<file path="config.mk">
export PLATFORM = sky130hd
export DESIGN_NAME = multicycle_controller_flat
export DESIGN_NICKNAME = d
export VERILOG_FILES = /design/src/rtl/ctrl_pkg.sv /design/src/rtl/multicycle_controller_if.sv /design/src/rtl/instr_decode.sv /design/src/rtl/multicycle_controller.sv /design/src/flat_wrapper.sv
export SDC_FILE = /design/constraint.sdc
export NUM_CORES = 1
export LEC_CHECK = 0
export ABC_AREA = 1
export BUFFER_PORTS_ARGS = -buffer_cell sky130_fd_sc_hd__buf_2
export CORE_ASPECT_RATIO = 0.75
export CORE_MARGIN = 2
export CORE_UTILIZATION = 30
export CTS_BUF_LIST = sky130_fd_sc_hd__clkbuf_4 sky130_fd_sc_hd__clkbuf_8 sky130_fd_sc_hd__clkbuf_16
export DETAILED_ROUTE_END_ITERATION = 8
export PLACE_DENSITY_LB_ADDON = 0.3
export SYNTH_ARGS = -nofsm -noshare
export SYNTH_HDL_FRONTEND = slang
export SYNTH_SLANG_ARGS = --single-unit
</file>
<file path="constraint.sdc">
create_clock -name clk -period 1.69 [get_ports clk]
set_input_delay 0.338 -clock clk [delete_from_list [all_inputs] [get_ports clk]]
set_output_delay 0.338 -clock clk [all_outputs]
set_load 0.01 [all_outputs]
</file>
<file path="src/rtl/ctrl_pkg.sv">
// Shared state/class encodings and instruction-field layout for the multicycle controller.
// Field positions are fixed within bits [15:0] regardless of INSTR_W.
package ctrl_pkg;

  typedef enum logic [2:0] {
    IDLE   = 3'd0,
    FETCH  = 3'd1,
    DECODE = 3'd2,
    EXEC   = 3'd3,
    MEM    = 3'd4,
    WB     = 3'd5
  } state_t;

  typedef enum logic [1:0] {
    CLS_ALU     = 2'd0,
    CLS_LOAD    = 2'd1,
    CLS_STOR    = 2'd2,
    CLS_ILLEGAL = 2'd3
  } instr_class_t;

  localparam int FIELD_W = 4;
  localparam int IMM_W   = 8;

  localparam int OPC_LSB = 12;
  localparam int RD_LSB  = 8;
  localparam int FN_LSB  = 4;
  localparam int RS_LSB  = 0;
  localparam int IMM_LSB = 0;

  localparam logic [FIELD_W-1:0] OPC_RTYPE      = 4'h0;
  localparam logic [FIELD_W-1:0] OPC_ITYPE_LAST = 4'h7;
  localparam logic [FIELD_W-1:0] OPC_LOAD       = 4'h8;
  localparam logic [FIELD_W-1:0] OPC_STOR       = 4'h9;

  // Opcodes 0..7 are ALU work (R-type plus I-types); 8/9 touch memory.
  function automatic instr_class_t classify(input logic [FIELD_W-1:0] opc);
    if (opc <= OPC_ITYPE_LAST) begin
      return CLS_ALU;
    end else if (opc == OPC_LOAD) begin
      return CLS_LOAD;
    end else if (opc == OPC_STOR) begin
      return CLS_STOR;
    end else begin
      return CLS_ILLEGAL;
    end
  endfunction

endpackage

</file>
<file path="src/rtl/multicycle_controller_if.sv">
// Instruction fetch, memory handshake and datapath control bundle.
// slave = controller side, master = instruction/memory/datapath side.
interface multicycle_controller_if #(
  parameter int INSTR_W   = 16,
  parameter int SEL_W     = 4,
  parameter int REG_COUNT = 16,
  parameter int OP_W      = 4
) ();

  logic [INSTR_W-1:0]   instr;
  logic                 instrValid;
  logic                 instrReady;
  logic                 memAck;
  logic                 memReq;
  logic                 memWrite;
  logic                 selectImmediate;
  logic [INSTR_W-1:0]   imm;
  logic [OP_W-1:0]      op;
  logic [SEL_W-1:0]     select1;
  logic [SEL_W-1:0]     select2;
  logic [REG_COUNT-1:0] enableReg;
  logic                 illegalOp;

  modport slave (
    input  instr, instrValid, memAck,
    output instrReady, memReq, memWrite, selectImmediate, imm, op,
           select1, select2, enableReg, illegalOp
  );

  modport master (
    output instr, instrValid, memAck,
    input  instrReady, memReq, memWrite, selectImmediate, imm, op,
           select1, select2, enableReg, illegalOp
  );

endinterface

</file>
<file path="src/rtl/instr_decode.sv">
// Pure combinational decode of the instruction register into datapath fields.
// LOAD/STOR leave op at 0 with register operand B; the address comes from select2.
module instr_decode
  import ctrl_pkg::*;
#(
  parameter int INSTR_W = 16,
  parameter int SEL_W   = 4,
  parameter int OP_W    = 4
) (
  input  logic [INSTR_W-1:0] ir_i,
  output logic [OP_W-1:0]    op_o,
  output logic [SEL_W-1:0]   select1_o,
  output logic [SEL_W-1:0]   select2_o,
  output logic               select_imm_o,
  output logic [INSTR_W-1:0] imm_o,
  output instr_class_t       class_o,
  output logic               illegal_o
);

  logic [FIELD_W-1:0] opc;
  logic [IMM_W-1:0]   imm_raw;

  assign opc       = ir_i[OPC_LSB +: FIELD_W];
  assign imm_raw   = ir_i[IMM_LSB +: IMM_W];
  assign select1_o = SEL_W'(ir_i[RD_LSB +: FIELD_W]);
  assign select2_o = SEL_W'(ir_i[RS_LSB +: FIELD_W]);
  assign imm_o     = {{(INSTR_W-IMM_W){imm_raw[IMM_W-1]}}, imm_raw};
  assign class_o   = classify(opc);
  assign illegal_o = (class_o == CLS_ILLEGAL);

  always_comb begin
    op_o         = '0;
    select_imm_o = 1'b0;
    if (class_o == CLS_ALU) begin
      if (opc == OPC_RTYPE) begin
        op_o = OP_W'(ir_i[FN_LSB +: FIELD_W]);
      end else begin
        op_o         = OP_W'(opc);
        select_imm_o = 1'b1;
      end
    end
  end

endmodule

</file>
<file path="src/rtl/multicycle_controller.sv">
// Sequences one instruction at a time through FETCH/DECODE/EXEC/MEM/WB and
// drives registered datapath controls; no overlap between instructions.
module multicycle_controller
  import ctrl_pkg::*;
#(
  parameter int INSTR_W   = 16,
  parameter int SEL_W     = 4,
  parameter int REG_COUNT = 16,
  parameter int OP_W      = 4
) (
  input  logic                   clk,
  input  logic                   reset_n,
  multicycle_controller_if.slave bus
);

  state_t               state_q, state_d;
  logic [INSTR_W-1:0]   ir_q, ir_d;

  logic                 instr_ready_q, instr_ready_d;
  logic                 mem_req_q, mem_req_d;
  logic                 mem_write_q, mem_write_d;
  logic [REG_COUNT-1:0] enable_reg_q, enable_reg_d;
  logic [OP_W-1:0]      op_q, op_d;
  logic [SEL_W-1:0]     select1_q, select1_d;
  logic [SEL_W-1:0]     select2_q, select2_d;
  logic                 select_imm_q, select_imm_d;
  logic [INSTR_W-1:0]   imm_q, imm_d;
  logic                 illegal_op;

  logic [OP_W-1:0]      dec_op;
  logic [SEL_W-1:0]     dec_select1;
  logic [SEL_W-1:0]     dec_select2;
  logic                 dec_select_imm;
  logic [INSTR_W-1:0]   dec_imm;
  instr_class_t         dec_class;
  logic                 dec_illegal;

  instr_decode #(
    .INSTR_W (INSTR_W),
    .SEL_W   (SEL_W),
    .OP_W    (OP_W)
  ) u_decode (
    .ir_i         (ir_q),
    .op_o         (dec_op),
    .select1_o    (dec_select1),
    .select2_o    (dec_select2),
    .select_imm_o (dec_select_imm),
    .imm_o        (dec_imm),
    .class_o      (dec_class),
    .illegal_o    (dec_illegal)
  );

  always_ff @(posedge clk or negedge reset_n) begin
    if (!reset_n) begin
      state_q <= IDLE;
      ir_q    <= '0;
    end else begin
      state_q <= state_d;
      ir_q    <= ir_d;
    end
  end

  // IR holds still after FETCH, so the decoder output stays valid through MEM/WB.
  always_comb begin
    state_d = state_q;
    ir_d    = ir_q;
    case (state_q)
      IDLE: state_d = FETCH;
      FETCH: begin
        if (bus.instrValid && instr_ready_q) begin
          ir_d    = bus.instr;
          state_d = DECODE;
        end
      end
      DECODE: state_d = dec_illegal ? FETCH : EXEC;
      EXEC:   state_d = (dec_class == CLS_ALU) ? WB : MEM;
      MEM: begin
        if (bus.memAck) begin
          state_d = (dec_class == CLS_LOAD) ? WB : FETCH;
        end
      end
      WB:      state_d = FETCH;
      default: state_d = IDLE;
    endcase
  end

  // Registered outputs are computed from state_d so they line up with the state they belong to.
  always_comb begin
    instr_ready_d = (state_d == FETCH);
    mem_req_d     = (state_d == MEM);
    mem_write_d   = (state_d == MEM) && (dec_class == CLS_STOR);
    enable_reg_d  = '0;
    if (state_d == WB) begin
      enable_reg_d = REG_COUNT'(1) << select1_q;
    end

    op_d         = op_q;
    select1_d    = select1_q;
    select2_d    = select2_q;
    select_imm_d = select_imm_q;
    imm_d        = imm_q;
    if (state_q == DECODE) begin
      op_d         = dec_op;
      select1_d    = dec_select1;
      select2_d    = dec_select2;
      select_imm_d = dec_select_imm;
      imm_d        = dec_imm;
    end

    illegal_op = (state_q == DECODE) && dec_illegal;
  end

  always_ff @(posedge clk or negedge reset_n) begin
    if (!reset_n) begin
      instr_ready_q <= 1'b0;
      mem_req_q     <= 1'b0;
      mem_write_q   <= 1'b0;
      enable_reg_q  <= '0;
      op_q          <= '0;
      select1_q     <= '0;
      select2_q     <= '0;
      select_imm_q  <= 1'b0;
      imm_q         <= '0;
    end else begin
      instr_ready_q <= instr_ready_d;
      mem_req_q     <= mem_req_d;
      mem_write_q   <= mem_write_d;
      enable_reg_q  <= enable_reg_d;
      op_q          <= op_d;
      select1_q     <= select1_d;
      select2_q     <= select2_d;
      select_imm_q  <= select_imm_d;
      imm_q         <= imm_d;
    end
  end

  assign bus.instrReady      = instr_ready_q;
  assign bus.memReq          = mem_req_q;
  assign bus.memWrite        = mem_write_q;
  assign bus.enableReg       = enable_reg_q;
  assign bus.op              = op_q;
  assign bus.select1         = select1_q;
  assign bus.select2         = select2_q;
  assign bus.selectImmediate = select_imm_q;
  assign bus.imm             = imm_q;
  assign bus.illegalOp       = illegal_op;

endmodule

</file>
<file path="src/flat_wrapper.sv">
// flat-port wrapper written by rule: the top's interface ports become plain ports
module multicycle_controller_flat import ctrl_pkg::*;
#(
  parameter int INSTR_W   = 16,
  parameter int SEL_W     = 4,
  parameter int REG_COUNT = 16,
  parameter int OP_W      = 4
)
  (clk, reset_n, bus_instr, bus_instrValid, bus_memAck, bus_instrReady, bus_memReq, bus_memWrite, bus_selectImmediate, bus_imm, bus_op, bus_select1, bus_select2, bus_enableReg, bus_illegalOp);
  multicycle_controller_if #(.INSTR_W(INSTR_W), .SEL_W(SEL_W), .REG_COUNT(REG_COUNT), .OP_W(OP_W)) bus_i ();
  input  logic clk;
  input  logic reset_n;
  input wire logic [$bits(bus_i.instr)-1:0] bus_instr;
  input wire logic [$bits(bus_i.instrValid)-1:0] bus_instrValid;
  input wire logic [$bits(bus_i.memAck)-1:0] bus_memAck;
  output wire logic [$bits(bus_i.instrReady)-1:0] bus_instrReady;
  output wire logic [$bits(bus_i.memReq)-1:0] bus_memReq;
  output wire logic [$bits(bus_i.memWrite)-1:0] bus_memWrite;
  output wire logic [$bits(bus_i.selectImmediate)-1:0] bus_selectImmediate;
  output wire logic [$bits(bus_i.imm)-1:0] bus_imm;
  output wire logic [$bits(bus_i.op)-1:0] bus_op;
  output wire logic [$bits(bus_i.select1)-1:0] bus_select1;
  output wire logic [$bits(bus_i.select2)-1:0] bus_select2;
  output wire logic [$bits(bus_i.enableReg)-1:0] bus_enableReg;
  output wire logic [$bits(bus_i.illegalOp)-1:0] bus_illegalOp;
  assign bus_i.instr = bus_instr;
  assign bus_i.instrValid = bus_instrValid;
  assign bus_i.memAck = bus_memAck;
  assign bus_instrReady = bus_i.instrReady;
  assign bus_memReq = bus_i.memReq;
  assign bus_memWrite = bus_i.memWrite;
  assign bus_selectImmediate = bus_i.selectImmediate;
  assign bus_imm = bus_i.imm;
  assign bus_op = bus_i.op;
  assign bus_select1 = bus_i.select1;
  assign bus_select2 = bus_i.select2;
  assign bus_enableReg = bus_i.enableReg;
  assign bus_illegalOp = bus_i.illegalOp;
  multicycle_controller #(.INSTR_W(INSTR_W), .SEL_W(SEL_W), .REG_COUNT(REG_COUNT), .OP_W(OP_W)) u_core (.clk(clk), .reset_n(reset_n), .bus(bus_i));
endmodule
</file>
### Word level (Yosys, flattened, before mapping)

Index checks and enable logic that the tools add are counted.

| cells by class | value |
|---|---|
| magnitude comparators | 1 |
| equality and inequality tests | 13 |
| shift operators | 1 |
| muxes and demuxes | 14 |
| reduce and logical (&&, ||, !) cells | 8 |

Operators with widths:

| cell | count |
|---|---|
| 2-to-1 mux 16 bit | 1 |
| << shifter 1 x 4 -> 16 bit, first input constant | 1 |
| case mux 3 bit (5 select lines) | 1 |
| == test 3 bit, second input constant | 4 |
| 2-to-1 mux 3 bit | 3 |
| == test 4 bit, second input constant | 2 |
| 2-to-1 mux 4 bit | 2 |
| == test 3 x 1 -> 1 bit, second input constant | 2 |
| == test 3 x 2 -> 1 bit, second input constant | 2 |
| 2-to-1 mux 2 bit | 3 |
| == test 2 bit, second input constant | 2 |
| less-or-equal comparator 4 x 3 -> 1 bit, second input constant | 1 |
| logical NOT 4 bit | 1 |
| 2-to-1 mux 1 bit | 4 |
| logical AND 1 bit | 3 |
| logical NOT 3 bit | 1 |
| == test 2 x 1 -> 1 bit, second input constant | 1 |
| logical NOT 2 bit | 1 |
| AND reduction 2 bit | 1 |
| OR reduction 2 bit | 1 |

| storage, ports and cells | value |
|---|---|
| flip-flop bits (word level) | 59 |
| input port bits | 20 |
| output and inout port bits | 49 |
| logic and storage cells | 48 |

### Longest topological paths before layout

Gate-level depths: netlist (run 1).

| depth | value |
|---|---|
| depth after elaboration | 10 |
| depth in mapped cells | 8 |
| gate-level depth less buffers | 8 |

### Cells and area by module

Synthesis (run 1) repeated with hierarchy kept, for this count alone.

| second synthesis, totals | value |
|---|---|
| cells, all modules | 274 |
| area total of the unflattened synthesis | 2,940.3 um^2 |

By module, submodules not included:

| module | times used | cells an instance | area each (um^2) | seq. area each (um^2) |
|---|---|---|---|---|
| multicycle_controller | 1 | 231 | 2,662.6 | 1,676.6 |
| instr_decode | 1 | 43 | 277.8 | 0.0 |

### Worst setup path after synthesis (run 1)

OpenSTA, ideal clock, no wires.

| timing | value |
|---|---|
| path kind | register to output |
| start | register u_core.state_q[2] |
| end | output bus_illegalOp |
| arrival | 1,088 ps |
| required time | 1,352 ps |
| slack | 264 ps |
| stages on the path, launching flop included | 5 |
| buffers on the path | 1 |
| path through | dfrtp_1 nor2_4 nand2_8 clkbuf_1 nor2_1 |

| between the ends | value |
|---|---|
| cells in the longest elaborated chain, start to end | 2 |

RTL lines:

| item | RTL line | RTL |
|---|---|---|
| start: declaration | multicycle_controller.sv:16 | `state_t state_q, state_d;` |
| start signal: assignment | multicycle_controller.sv:58 | `state_q <= state_d;` |
| == test 3 x 2 -> 1 bit | multicycle_controller.sv:110 | `illegal_op = (state_q == DECODE) && dec_illegal;` |
| logical AND 1 bit | multicycle_controller.sv:110 |  |
| end: declaration | flat_wrapper.sv:25 | `output wire logic [$bits(bus_i.illegalOp)-1:0] bus_illegalOp;` |

No other way between the ends.

### Worst setup path in the final report (run 1)

Ends and elaborated chain as after synthesis.

==> metrics.csv, run 1 <==
stage,metric,value,unit
critical_path,path_class,flop to output pin,
synth,synth_cells,243,
synth,synthFlopType,dfrtp_1,
synth,synth.distinct_cells,23,
clocking,cts.sink_count,55,
route,drt_first_pass_iters,4,
finish,fin_cells,410,
run_status,outcome,"finished, final reports clean",
synth,synth_xor_area_share,0,%
route,via_per_inst,4.268,
floorplanning,dieHeight,81.50,microns
floorplanning,die-area,0.008747,sq mm
power,peakVddDrop,0.0005726,V
sta,fin_setup_tns,0,ps
sta,finClkSkew,14.34,ps
finish,syn_to_final_growth,20.68,%
synth,seq_area_frac_synth,57.29,%
finish,utilization,37.11,%
finish,area.sequential,0.001378,sq mm
global_route,grt_pass1_vias,1693,
sta,fin_crit_sh,96.50,%
place,place_hpwl,3583,microns
synth,yosys-top-cells-area,"dfrtp_1 (57%), nand2_1 (8.3%), nor2_4 (5.6%), nand4_1 (4.2%), o21ai_0 (4.0%)",
synth,synth_fp_nets,263,
run,maxCapViolCount,0,
synth,synth_most_common_cell,dfrtp_1,
place,place_ws,173.1,ps
route,drt-initial-drc-count,85,
synth,yosys-top-cells-count,"dfrtp_1 (55), nand2_1 (53), inv_1 (21), o21ai_0 (19), nand4_1 (16)",
clocking,root_buffer,clkbuf_8,
place,dp_cells,399,
finish,diodes,0,
sta,tightest_slew,387.7,ps
floorplanning,fp.coreArea,0.007812,sq mm
global_route,grt_first_pass_wirelength,8390,microns
sta,maxSlewHeadroom,74.15,%
synth,synth_compound_area_share,7.500,%
floorplanning,io_pins,69,
sta,setup_viol,0,
place,numPortBuffers,68,
sta,grt_setup_unrepaired,false,
power,p_leak,1.471,nW
synth,synth_largest_area_cell,dfrtp_1,
global_route,grt_overflow_total,0,
clocking,clockBufferDepth,2,
synth,synth_top_family_by_area,simple AND/OR/NAND/NOR gates,
synth,synth-adder-area-share,0,%
critical_path,crit_path_end_kind,output pin,
clocking,numCtsBuffers,5,
sta,timing.fmax,613.2,MHz
synth,postSynth.asyncResetShare,100.0,%
critical_path,cp.arrival,1290,ps
synth,synthMuxAreaShare,0,%
clocking,clkLatencyLatePin,310,ps
power,power.total,0.004948,W
clocking,cts_tree,built,
route,routed_wirelength,5076,microns
critical_path,worst_setup_path_start_kind,flop,
global_route,grt_antenna_before_repair,0,
synth,synth.cell_area,0.002402,sq mm
synth,synth-simple-area-share,24.79,%
synth,synth_edf_count,0,
sta,setup_slack,59.17,ps
floorplanning,start_util,30.75,%
floorplanning,num_rows,28,
floorplanning,die_w,107.3,microns
synth,synth_top_cell_area_share,57.29,%
finish,nFillCells,810,
sta,hold_violations,0,
sta,drv_slew,0,
global_route,grt_util_all_layers,12.34,%
finish,multiInputGateArea,775.7,sq um
synth,syn_area_per_cell,9.886,sq um
clocking,clkTransAtPathRegs,90,ps
clocking,hold_buffers,0,
route,final_antenna_net_count,0,
synth,synth_warnings,0,
clocking,htree_num_levels,2,
critical_path,crit_fanout,15,
global_route,grt_max_degree,56,
sta,fin_crit,1631,ps
route,wl_per_cell,12.38,microns
place,gp_congestion,0.7888,
synth,synth-seq-cells,55,
route,num_vias,1750,
critical_path,required,1350,ps
finish,drive_gt1_share,35.41,%
route,drcViolationCount,0,
finish,finalNetCount,324,
min_path,min_path_type,input pin to async pin,
power,power_density,1707,mW/mm^2
## state kept, by name (all words and copies together), names as in the netlist
signal / flops
u_core.bus.op: 4
u_core.state_q: 3
u_core.bus.instrReady: 1
u_core.bus.selectImmediate: 1
u_core.bus.memWrite: 1
u_core.bus.imm: 8
u_core.bus.memReq: 1
u_core.ir_q: 16
u_core.bus.enableReg: 16
u_core.bus.select1: 4
## path summary, 6_finish.rpt
check / from / end / slack (ps) / depth (start not counted)
hold / removal: reset_n / u_core.bus.imm[3] / 10 / 2
setup / recovery: u_core.state_q[2] / bus_illegalOp / 60 / 4
hold reg to reg: u_core.ir_q[7] / u_core.ir_q[7] / 490 / 2
max in group asynchronous: reset_n / u_core.state_q[2] / 1400 / 2
setup reg to reg: u_core.state_q[2] / u_core.bus.enableReg[6] / 130 / 6
min in group clk: bus_instr[15] / u_core.ir_q[15] / 230 / 3
## layout by cell type (no fill, tap or decap), types with 3 or more instances in the layout
cell type and n:
nand3_1 9, nand2_1 53, buf_2 68, inv_1 21
nor2_4 12, o21ai_0 19, nor2_1 12, buf_4 7
dfrtp_1 54, inv_2 3, clkbuf_8 6, o21ai_1 12
nand4_1 16
## cell type report
| type | instances | share of cell area [%] |
|---|---|---|
| timing repair buffer | 76 | 14.24 |
| sequential | 55 | 47.52 |
| clock buffer | 7 | 3.107 |
| clock inverter | 1 | 0.3021 |
| multi-input combinational | 140 | 26.76 |
| inverter | 26 | 3.539 |
| tap | 105 | 4.532 |
## where the power goes
| part | internal [W] | switching [W] | total (W) |
|---|---|---|---|
| clock | 0.000353 | 0.000420 | 0.000773 |
| sequential | 0.00175 | 0.000305 | 0.00206 |
| combinational | 0.000741 | 0.00138 | 0.00212 |
| total | 0.00285 | 0.00210 | 0.00495 |
## critical path: stages, from the launching register on
cell and delay [ps]:
dfrtp_2 460, nor2_4 180, nand2_8 120, nor2_1 110, buf_2 140
## metal layers
metal  wire length [microns]  vias up  GRT usage [%]
met5                       0        -              0
met4                      45        0          3.462
met3                     261        5          3.095
met2                    2139       42          17.34
met1                    2629      814          18.71
li1                        -      889              -
## kinds of logic (layout without fill, tap and decap cells)
logic type | after synthesis | count (layout)
flip-flops | 55 | 55
AO/OA/AOI/OAI | 33 | 33
AND/OR/NAND/NOR | 107 | 107
buffers and inverters | 48 | 110
## through the flow
| stage | hold WS [ps] | instance area, sq um |
|---|---|---|
| final | 12.51 | 2899 |
| after global routing | 21.03 | 2899 |
| after CTS | 19.06 | 2883 |
| after detailed placement | 361.7 | 2776 |
| after global placement | 359.3 | 2776 |
| after floorplan | 42.41 | 2402 |
## timing repair
item,CTS,global route
endpoints found under the setup margin,1,1
gates resized for setup,0,1
pin swaps,1,1
hold endpoints to repair,0,0
buffers inserted,1,2
Power figures use the tool's default switching activity.
==> run 2: changes to the inputs <==
--- a/config.mk
+++ b/config.mk
@@ -7,7 +7,7 @@
 export LEC_CHECK = 0
 export ABC_AREA = 1
 export BUFFER_PORTS_ARGS = -buffer_cell sky130_fd_sc_hd__buf_2
-export CORE_ASPECT_RATIO = 0.75
+export CORE_ASPECT_RATIO = 1.2
 export CORE_MARGIN = 2
 export CORE_UTILIZATION = 30
 export CTS_BUF_LIST = sky130_fd_sc_hd__clkbuf_4 sky130_fd_sc_hd__clkbuf_8 sky130_fd_sc_hd__clkbuf_16
==> run 2 against run 1 <==
Effect of this change: sequential share of layout area down 0.21 points; non-clock buffer count down 2; hold slack better by 220 ps; fmax down 1.6%; clock skew down 11 ps; first-iteration DRC count down 28%; power up 3.5%; critical endpoint unchanged.
==> metrics.csv, run 2 (same netlist as run 1, synthesis figures left out) <==
stage,metric,value,unit
run_status,outcome,"finished, final reports clean",
finish,multiInputGateArea,778.2,sq um
sta,finClkSkew,3.213,ps
critical_path,r2r-end,u_core.bus.enableReg[7],
route,drt_first_pass_iters,4,
run,maxCapViolCount,0,
sta,setup_slack,32.26,ps
critical_path,cp_num_cells,5,
place,place_ws,160.6,ps
clocking,numCtsBuffers,5,
place,place_hpwl,3494,microns
floorplanning,num_rows,35,
finish,final_common_cell,buf_2,
floorplanning,dieHeight,102.0,microns
clocking,clockBufferDepth,2,
critical_path,worst_setup_path_start_kind,flop,
sta,hold_violations,0,
route,drt-initial-drc-count,61,
power,p_leak,1.473,nW
sta,tightest_slew,374.9,ps
min_path,hp-start,bus_instr[4],
clocking,root_buffer,clkbuf_8,
sta,fin_crit_sh,98.09,%
critical_path,path_delay_family,flip-flops,
finish,area.sequential,0.001376,sq mm
floorplanning,start_util,31.17,%
critical_path,required,1350,ps
floorplanning,io_pins,69,
critical_path,slowest_delay,430,ps
clocking,clkTransAtPathRegs,100,ps
route,via_per_inst,4.438,
sta,maxSlewHeadroom,75.01,%
finish,syn_to_final_growth,21.09,%
min_path,whs_path_depth,3,
global_route,grt_antenna_before_repair,0,
clocking,cts_tree,built,
critical_path,r2r_start,u_core.state_q[1],
global_route,grt_max_degree,48,
finish,layout_common_cells,"buf_2 (68), dfrtp_1 (55), nand2_1 (53), inv_1 (21), o21ai_0 (18)",
critical_path,r2r_setup_slack,100,ps
finish,fin_cells,395,
finish,diodes,0,
clocking,htree_num_levels,2,
global_route,grt_overflow_total,0,
floorplanning,die_w,85.69,microns
power,peakVddDrop,0.0006300,V
finish,finalNetCount,322,
min_path,min_path_type,input pin to flop,
min_path,min_to,u_core.ir_q[4],
place,numPortBuffers,68,
route,drcViolationCount,0,
global_route,grt_first_pass_wirelength,8135,microns
route,routed_wirelength,4827,microns
route,wl_per_cell,12.22,microns
sta,grt_setup_unrepaired,true,
critical_path,path_class,flop to output pin,
place,gp_congestion,0.7431,
critical_path,cp.arrival,1320,ps
critical_path,crit_fanout,4,
critical_path,reg2reg_depth,7,
sta,fin_crit,1658,ps
global_route,grt_pass1_vias,1685,
clocking,cts.sink_count,55,
sta,fin_setup_tns,0,ps
route,num_vias,1753,
sta,timing.fmax,603.2,MHz
sta,drv_slew,0,
global_route,grt_util_all_layers,11.85,%
critical_path,cp_num_buf_inv,2,
floorplanning,fp.coreArea,0.007707,sq mm
clocking,clkLatencyLatePin,300,ps
place,dp_cells,385,
critical_path,crit_path_cell_trace,"inv_2, nor2_4, nand2_8, nor2_2, buf_2",
floorplanning,die-area,0.008743,sq mm
route,final_antenna_net_count,0,
sta,setup_viol,0,
finish,nFillCells,791,
critical_path,crit_path_end_kind,output pin,
finish,drive_gt1_share,34.65,%
critical_path,crit_slowest_cell,dfrtp_1,
power,power_density,1761,mW/mm^2
-- run 2: repair_timing --
| action | 4_1_cts | 5_1_grt |
|---|---|---|
| pin swaps | 0 | 1 |
| buffers inserted | 0 | 1 |
| hold buffers | 1 | 0 |
| setup endpoints to repair | 1 | 1 |
| gates resized for setup | 1 | 1 |
| endpoints found under the hold margin | 8 | 0 |
-- run 2: layer usage --
layer  global-route usage, %  routed length [microns]  up-vias
li1                        -                        -      880
met3                   3.635                      322        5
met1                   15.22                     2188      809
met5                       0                        0        -
met2                   19.47                     2260       59
met4                   3.297                       55        0
-- run 2: per-stage QoR --
stage	hold slack, ps	total power (W)	cell area [sq um]	util (%)
floorplan	42.41	0.003651	2402	-
global placement	208.8	0.004101	2753	35.71
detailed placement	209.0	0.004143	2753	35.71
CTS	226.1	0.005167	2899	37.61
global route	230.0	0.005562	2909	37.74
finish	237.0	0.005124	2909	37.74
-- run 2: worst reg2reg max path: stages, from the launching register on --
cell     delay (ps)
dfrtp_1         430
inv_2            70
nor2_4          180
buf_4           140
o21ai_2          60
nand4_4         140
nand3_4         290
nor2_1          200
-- run 2: how the worst max path moves through the flow --
stage	slack (ps)	end	startpoint
after floorplan	260	bus_illegalOp	u_core.state_q[2]
after global placement	220	u_core.bus.enableReg[7]	u_core.state_q[0]
after detailed placement	160	u_core.bus.enableReg[7]	u_core.state_q[0]
after CTS	3	bus_illegalOp	u_core.state_q[2]
after global routing	-30	u_core.bus.enableReg[7]	u_core.ir_q[14]
final	30	bus_illegalOp	u_core.state_q[1]
-- run 2: where the power goes --
part	internal (W)	switching (W)
Combinational	0.000704	0.00134
Sequential	0.00175	0.000318
Clock	0.000591	0.000417
-- run 2: area by class of cell --
type | count | share of cell area [%]
tap | 92 | 3.957
sequential | 55 | 47.31
timing repair buffer | 74 | 13.76
clock buffer | 5 | 2.366
inverter | 26 | 3.527
clock inverter | 3 | 2.323
multi-input combinational | 140 | 26.75
==> run 3: changes to the inputs <==
--- a/config.mk
+++ b/config.mk
@@ -7,6 +7,8 @@
 export LEC_CHECK = 0
 export ABC_AREA = 1
 export BUFFER_PORTS_ARGS = -buffer_cell sky130_fd_sc_hd__buf_2
+export CELL_PAD_IN_SITES_DETAIL_PLACEMENT = 0
+export CELL_PAD_IN_SITES_GLOBAL_PLACEMENT = 2
 export CORE_ASPECT_RATIO = 1.2
 export CORE_MARGIN = 2
 export CORE_UTILIZATION = 30
==> run 3 against run 2 <==
Effect of this change: first-iteration DRC count shrank 64%; critical endpoint unchanged; largest power group is now combinational logic; sequential share of layout area grew 0.22 points; sequential power is essentially flat.
==> metrics.csv, run 3 (same netlist as run 1, synthesis figures left out) <==
stage,metric,value,unit
clocking,cts.sink_count,55,
clocking,clkLatencyLatePin,310,ps
sta,grt_setup_unrepaired,false,
critical_path,cp.arrival,1270,ps
sta,finClkSkew,10.25,ps
floorplanning,die_w,85.69,microns
place,numPortBuffers,68,
sta,fin_setup_tns,0,ps
route,drt-initial-drc-count,22,
run,maxCapViolCount,0,
floorplanning,num_rows,35,
clocking,cts_tree,built,
sta,tightest_slew,358.2,ps
floorplanning,start_util,31.17,%
finish,layout_common_cells,"buf_2 (67), dfrtp_1 (55), nand2_1 (53), inv_1 (21), o21ai_0 (18)",
route,drt_first_pass_iters,4,
place,place_ws,153.3,ps
min_path,min_path_type,input pin to async pin,
global_route,grt.busiest_layer,met2,
route,final_antenna_net_count,0,
critical_path,path_class,flop to output pin,
power,peakVddDrop,0.0005937,V
floorplanning,die-area,0.008743,sq mm
critical_path,worst_setup_path_start_kind,flop,
clocking,hold_buffers,0,
global_route,grt_overflow_total,0,
sta,timing.fmax,622.8,MHz
sta,maxSlewHeadroom,76.12,%
sta,fin_crit_sh,95.01,%
place,place_hpwl,3481,microns
global_route,grt_first_pass_wirelength,8176,microns
clocking,clockBufferDepth,2,
global_route,grt_pass1_vias,1676,
route,routed_wirelength,4973,microns
clocking,clkTransAtPathRegs,100,ps
sta,hold_violations,0,
route,wl_per_cell,12.49,microns
sta,fin_crit,1606,ps
critical_path,crit_fanout,7,
clocking,numCtsBuffers,5,
sta,setup_viol,0,
sta,setup_slack,84.37,ps
clocking,root_buffer,clkbuf_8,
power,power_density,1690,mW/mm^2
global_route,grtUsageMet3,2.827,%
critical_path,crit_path_end_kind,output pin,
clocking,htree_num_levels,2,
place,gp_congestion,0.7318,
floorplanning,dieHeight,102.0,microns
route,num_vias,1765,
floorplanning,fp.coreArea,0.007707,sq mm
route,via_per_inst,4.435,
finish,drive_gt1_share,35.95,%
global_route,grt_util_all_layers,11.78,%
floorplanning,io_pins,69,
power,p_leak,1.472,nW
global_route,use_met2,20.25,%
route,drcViolationCount,0,
sta,drv_slew,0,
finish,diodes,0,
critical_path,required,1350,ps
finish,finalNetCount,325,
finish,final_common_cell,buf_2,
run_status,outcome,"finished, final reports clean",
global_route,grt_max_degree,56,
global_route,grt_use_met1,14.84,%
finish,syn_to_final_growth,20.52,%
global_route,grt_antenna_before_repair,0,
==> run 3: cell count changes in the layout (fill, tap and decap cells not counted), sizes merged <==
| cell | delta |
|---|---|
| buf | +4 |
| clkinv | +2 |
| inv | +1 |
| clkinvlp | -1 |
| bufinv | -2 |
| dlygate4sd3 | -1 |
==> run 3: path summary, 6_finish.rpt <==
check,slack (ps),cells after the start,from,to
max in group asynchronous,1440,2,reset_n,u_core.state_q[0]
hold reg to reg,490,2,u_core.ir_q[7],u_core.ir_q[7]
setup / recovery,80,5,u_core.state_q[1],bus_illegalOp
min in group clk,230,3,bus_instr[2],u_core.ir_q[2]
hold / removal,20,2,reset_n,u_core.bus.enableReg[11]
setup reg to reg,140,8,u_core.state_q[1],u_core.bus.enableReg[6]
==> run 3: layer usage <==
| layer | part of all wire [%] | routed length [microns] | vias to the layer above |
|---|---|---|---|
| met2 | 48 | 2385 | 53 |
| li1 | - | - | 887 |
| met3 | 6.3 | 313 | 6 |
| met5 | 0 | 0 | - |
| met4 | 1.2 | 61 | 0 |
| met1 | 44 | 2212 | 819 |
==> run 3: what timing repair did <==
action                                  4_1_cts  5_1_grt
endpoints found under the setup margin        1        1
pin swaps                                     1        2
buffers inserted                              1        3
gates cloned                                  0        0
resized for setup                             1        4
==> run 3: final cells by class <==
| cell class | count | area [sq um] |
|---|---|---|
| clock buffers | 5 | 68.82 |
| clock inverters | 3 | 18.77 |
| fillers | 826 | 4812 |
| inverters | 26 | 102.6 |
| multi-input cells | 140 | 787.0 |
| flip-flops and latches | 55 | 1376 |
| well taps | 92 | 115.1 |
| repair buffers | 77 | 426.7 |
==> run 3: through the flow <==
step	util (%)	hold WS (ps)	instances	power [W]	area [sq um]
after floorplan	-	42.41	243	0.003651	2402
after global placement	35.81	361.3	386	0.004132	2760
after detailed placement	35.81	364.6	386	0.004152	2760
after CTS	37.05	21.11	395	0.004929	2855
after global routing	37.56	24.04	398	0.005311	2895
final	37.56	17.45	398	0.004892	2895
==> run 3: critical path: stages, from the launching register on <==
cell	delay, ps
dfrtp_1	420
inv_2	80
nor2_4	170
nand2_8	100
nor2_4	100
buf_6	100
==> run 3: where the power goes <==
part	internal (W)	switching, W
clock	0.000293	0.000436
sequential	0.00175	0.000316
combinational	0.000740	0.00136
